--- config.mk ---
export PLATFORM = sky130hd
export DESIGN_NAME = serial_add_ctrl
export DESIGN_NICKNAME = d
export VERILOG_FILES = /design/src/rtl/serial_add_ctrl.sv
export SDC_FILE = /design/constraint.sdc
export NUM_CORES = 1
export LEC_CHECK = 0
export ABC_AREA = 0
export BUFFER_PORTS_ARGS = -buffer_cell sky130_fd_sc_hd__buf_2
export CORE_MARGIN = 10
export CORE_UTILIZATION = 37
export DETAILED_ROUTE_END_ITERATION = 12
export HOLD_SLACK_MARGIN = 0.02
export SYNTH_ARGS = -nofsm -noshare
export SYNTH_HDL_FRONTEND = slang
export SYNTH_SLANG_ARGS = --single-unit
--- constraint.sdc ---
create_clock -name clk -period 1.4 [get_ports clk]
set_clock_uncertainty 0.1 [all_clocks]
set_input_delay 0.42 -clock clk [delete_from_list [all_inputs] [get_ports clk]]
set_output_delay 0.42 -clock clk [all_outputs]
set_load 0.02 [all_outputs]
--- src/rtl/serial_add_ctrl.sv ---
// Bit-serial WIDTH-bit adder: one full-add cell (two half adders plus an OR)
// is reused for WIDTH cycles, LSB first, behind valid/ready command and result handshakes.

module half_adder (
  input  logic x,
  input  logic y,
  output logic s,
  output logic c
);
  assign s = x ^ y;
  assign c = x & y;
endmodule

module serial_add_ctrl #(
  parameter int WIDTH = 8
) (
  input  logic             clk,
  input  logic             rst,
  input  logic             start_valid,
  output logic             start_ready,
  input  logic [WIDTH-1:0] a,
  input  logic [WIDTH-1:0] b,
  input  logic             cin,
  output logic [WIDTH-1:0] sum,
  output logic             cout,
  output logic             done_valid,
  input  logic             done_ready,
  output logic             busy
);
  localparam int CNT_W = $clog2(WIDTH);

  typedef enum logic [1:0] {IDLE, RUN, DONE} state_t;

  state_t           state;
  logic [WIDTH-1:0] a_sr;
  logic [WIDTH-1:0] b_sr;
  logic [WIDTH-2:0] res_sr;
  logic             carry;
  logic [CNT_W-1:0] cnt;

  logic             s1, c1, s_bit, c2, c_bit;
  logic [WIDTH-1:0] res_next;

  half_adder u_ha0 (.x(a_sr[0]), .y(b_sr[0]), .s(s1),    .c(c1));
  half_adder u_ha1 (.x(s1),      .y(carry),   .s(s_bit), .c(c2));
  assign c_bit = c1 | c2;

  // res_sr only needs the upper WIDTH-1 bits; the newest bit completes the word.
  assign res_next = {s_bit, res_sr};

  assign start_ready = (state == IDLE);
  assign busy        = (state != IDLE);

  always_ff @(posedge clk or posedge rst) begin
    if (rst) begin
      state      <= IDLE;
      a_sr       <= '0;
      b_sr       <= '0;
      res_sr     <= '0;
      carry      <= 1'b0;
      cnt        <= '0;
      sum        <= '0;
      cout       <= 1'b0;
      done_valid <= 1'b0;
    end else begin
      case (state)
        IDLE: begin
          if (start_valid) begin
            a_sr  <= a;
            b_sr  <= b;
            carry <= cin;
            cnt   <= '0;
            state <= RUN;
          end
        end
        RUN: begin
          a_sr   <= a_sr >> 1;
          b_sr   <= b_sr >> 1;
          res_sr <= res_next[WIDTH-1:1];
          carry  <= c_bit;
          cnt    <= cnt + CNT_W'(1);
          if (cnt == CNT_W'(WIDTH - 1)) begin
            sum        <= res_next;
            cout       <= c_bit;
            done_valid <= 1'b1;
            state      <= DONE;
          end
        end
        DONE: begin
          if (done_ready) begin
            done_valid <= 1'b0;
            state      <= IDLE;
          end
        end
        default: state <= IDLE;
      endcase
    end
  end
endmodule
Word level (Yosys, flattened, before mapping)
Index checks and enable logic that the tools add are counted.
{"block": "word_totals", "register_bits": 39, "in_bits": 21, "output_inout_bits": 12, "wordCells": 44}
{"block": "classes", "n_addsub": 1, "n_eq_ne": 6, "muxes": 15, "n_bitwise": 5, "n_reduce_logical": 8}
{"cell": "$pmux 8 s2", "count": 2}
{"cell": "$mux 8", "count": 2}
{"cell": "$mux 2", "count": 3}
{"cell": "$ne 2x2->1 const B", "count": 3}
{"cell": "$pmux 2 s3", "count": 1}
{"cell": "$pmux 3 s2", "count": 1}
{"cell": "$reduce_and 3->1", "count": 2}
{"cell": "$reduce_bool 2->1", "count": 3}
{"cell": "$pmux 1 s2", "count": 2}
{"cell": "$reduce_and 2->1", "count": 2}
{"cell": "$add 3x1->3 const B", "count": 1}
{"cell": "$eq 3x3->1 const B", "count": 1}
{"cell": "$mux 1", "count": 3}
{"cell": "$mux 3", "count": 1}
{"cell": "$and 1x1->1", "count": 2}
{"cell": "$eq 2x1->1 const B", "count": 1}
{"cell": "$eq 2x2->1 const B", "count": 1}
{"cell": "$logic_not 2->1", "count": 1}
{"cell": "$xor 1x1->1", "count": 2}
{"cell": "$or 1x1->1", "count": 1}

Depth between registers and ports, before layout
{"block": "depth", "word_depth": 4, "mapped_depth": 5, "depth_no_buf": 5}

Hierarchy
From an unflattened synthesis, not the netlist that was laid out.
{"block": "hier_totals", "cells_unflattened": 152, "hier_area_um2": 1843.0}
{"mod": "serial_add_ctrl", "instances": 1, "cells_per_inst": 150, "area_each_um2": 1818.0, "seq_area_each_um2": 975.9}
{"mod": "half_adder", "instances": 2, "cells_per_inst": 1, "area_each_um2": 12.5, "seq_area_each_um2": 0.0}

Worst setup path after synthesis
OpenSTA, ideal clock, no wires.
{"block": "synth_path", "path_kind": "register to output", "startpoint": "register state[0]", "endpoint": "output port busy", "t_arrival_ps": 984, "required_ps": 880, "path_slack_ps": -104, "path_stages_with_launch": 5, "n_path_buf": 2, "cell_sequence": "dfrtp_1 -> buf_6 -> nor2_1 -> buf_2 -> inv_1"}
{"block": "synth_between", "elab_chain_len": 1}
{"element": "start: declaration", "line": "34", "rtl": "state_t state;"}
{"element": "start signal: assignment", "line": "56", "rtl": "state <= IDLE;"}
{"element": "start signal: assignment", "line": "73", "rtl": "state <= RUN;"}
{"element": "start signal: assignment", "line": "86", "rtl": "state <= DONE;"}
{"element": "$reduce_bool 2->1", "line": "52", "rtl": "assign busy = (state != IDLE);"}
{"element": "end: declaration", "line": "28", "rtl": "output logic busy"}
Every way passes these cells.

Final worst setup path
Ends and elaborated chain as after synthesis.

==> run summary <==
Int Power = 0.00367 W
Worst Path Required = 0.88 ns
first-pass GRT wire length = 7.22 mm
f_max = 645 MHz
Multi-input gate area = 955 um^2
Max Cap Violations = 0
commonest cells in the netlist = dfrtp_1, mux2_4, nor3b_1, inv_1, a21oi_1
# clock sinks = 39
TritonCTS Buffers = 5
H-tree levels = 2
clock share of power = 11.9%
Fin. Hold Viols = 0
die height = 90.4 um
fillers = 433
switching pwr = 0.00206 W
synthesized area = 1830 um^2
DR vias = 1,367
post-synth top area cell = dfrtp_1
initial drt markers = 58
register area = 976 um^2
CTS tree = built
setup TNS = -2.34 ns
synthesized flop and latch total = 39
yosys warns = 0
sw frac = 36.0%
Nets = 235
share of post-route cells with drive strength above 1 = 56.5%
vias per inst = 4.95
Final Cycle Share = 111%
floorplan core area = 4750 um^2
DP HPWL = 2.91 mm
Crit Path Category = register to output port
Post-synth EDFFs = 0
final wirelength = 4.39 mm
most used flip-flop cell after synthesis = dfrtp_1
failing checks = setup timing
GRT Total Usage = 10.7%
pins over their slew limit = 0
syn avg cell area = 12.6 um^2
Antenna Nets Post-Route = 0
routed len/inst = 15.9 um
First-pass DRT Iterations = 4
max_slew headroom = 81.6%
initial core utilization = 38.6%
# DRC = 0
pin count of the biggest net entering global routing = 30
final setup fails = 31
vias in the first global route = 1,525
Lkg Pwr = 1.21 nW
worst-skew pair later-pin latency = 0.28 ns
CTS Buffer Depth = 2
worst setup margin = -0.150 ns
FFs w/ async S/R, synth = 100%
syn nets = 171
ant diodes = 0
Clock transition at path regs = 0.07 ns
crit end category = output port
Root Driver = clkbuf_8
most frequent cell after synthesis = dfrtp_1
cell count after synthesis = 146
top cell type's share of synthesized area = 53.2%
CP peak stage delay = 0.42 ns
outcome = finished, violations left
# IOs = 33
die width = 90.4 um
worst-margin pin slew = 0.276 ns
gp weighted congestion = 0.827
CP arrival = 1.03 ns
maximum VDD drop = 0.921 mV
sequential share of power = 35.3%
die area = 8170 um^2
Power Dens Cells = 2210 nW/um^2
Worst Path Max Fanout = 3
unrepaired setup endpoints after global routing = yes
synth top area cells = dfrtp_1, mux2_4, nor3b_1
crit-path cells = nor2_4, inv_2, buf_6
Startpoint Class = register
Netlist cell types = 27
register area share after synthesis = 53.2%
grt ovf = 0
initial antenna violation count = 0
utilization after layout = 54.6%
Site Rows = 25
CP max-delay cell = dfrtp_1
PortBufs = 32
Period minus WS final = 1.55 ns
Comb power frac = 52.8%
Area growth syn-to-layout = 41.5%
hold crit path type = input port to register
-- registers in the layout, summed over array words and instances (netlist names), 2 cells and up --
signal,count
state,2
b_sr,8
sum,8
cnt,3
a_sr,8
res_sr,7
-- final timing paths --
check                                           from                endpoint  slack, ns  cells after the start
max in group asynchronous                        rst  done_valid$_DFFE_PP0P_       0.22                      4
worst min-delay path                      done_ready    state[1]$_DFFE_PP0P_       0.25                      2
worst max-delay path            state[0]$_DFFE_PP0P_                    busy      -0.15                      3
worst max register to register  state[1]$_DFFE_PP0P_     a_sr[3]$_DFFE_PP0P_      -0.14                      5
worst min register to register    sum[3]$_DFFE_PP0P_      sum[3]$_DFFE_PP0P_       0.41                      1
min in group asynchronous                        rst        cout$_DFFE_PP0P_       0.55                      3
-- stage by stage --
step | std cells | cell area (um^2) | worst slack (ns) | hold slack [ns] | total power [W]
after CTS | 266 | 2420 | -0.162 | 0.235 | 0.00546
after global routing | 276 | 2590 | -0.188 | 0.244 | 0.00615
after floorplan | 146 | 1860 | -0.000486 | 0.292 | 0.00376
after global placement | 253 | 2190 | -0.0164 | 0.287 | 0.00436
after detailed placement | 253 | 2190 | -0.0434 | 0.286 | 0.00444
final | 276 | 2590 | -0.150 | 0.252 | 0.00573
-- cells in the final DEF (no fill, tap or decap), types with 2 or more instances in the layout --
cell type  instances
a21oi_1            8
a221oi_2           5
a22o_1             2
a22oi_2            2
buf_12             2
buf_2             29
buf_4             26
buf_6              4
buf_8              2
clkbuf_8           5
dfrtp_1           39
ha_4               2
inv_1              7
inv_2              2
mux2_4            15
nand2_1            5
nand3_1            5
nand3b_1           2
nor2_1             2
nor2_4             3
nor2b_1            6
nor3b_1            4
nor3b_2            6
o21bai_4           2
o221a_2            2
o22a_1             6
-- layer usage --
metal  GRT usage (%)  wire (um)  up-vias
met2            17.1       2050       36
met5               0          0        -
li1                -          -      645
met4            3.18         58        0
met1            12.7       2040      679
met3            4.57        240        7
-- layout make-up --
cell class,count,share of cell area [%]
flip-flops and latches,39,37.6
clock buffers,6,2.80
multi-input cells,90,36.8
well taps,67,3.23
inverters,10,1.59
repair buffers,64,17.9
-- cell families (layout without fill, tap and decap cells) --
family	Yosys count	count (layout)	share of synthesized area, %
compound gates	31	32	13.2
fa+ha+maj	4	4	3.14
buf+inv	19	80	5.19
flops	39	39	53.2
mux	16	16	12.9
simple gates	37	38	12.3
-- power by group through the flow --
stage | clock network (W) | registers, W | logic, W
floorplan | 0 | 0.00210 | 0.00166
global placement | 0 | 0.00200 | 0.00237
detailed placement | 0 | 0.00202 | 0.00243
CTS | 0.000710 | 0.00200 | 0.00275
global route | 0.000767 | 0.00210 | 0.00328
finish | 0.000684 | 0.00202 | 0.00303
-- worst max-delay path, delay by kind of cell, from the launching register on --
kind | cells | cell delay [ns]
DFF | 1 | 0.42
buffers and inverters | 2 | 0.17
and+or+nand+nor | 1 | 0.16
-- timing repair --
item | CTS | global route
gates resized for setup | 20 | 23
hold buffers | 1 | 0
hold endpoints to repair | 10 | 0
cloned | 2 | 0
pin swaps | 8 | 7
endpoints found under the setup margin | 16 | 37
setup buffers | 4 | 10
(Power assumes the default switching activity.)
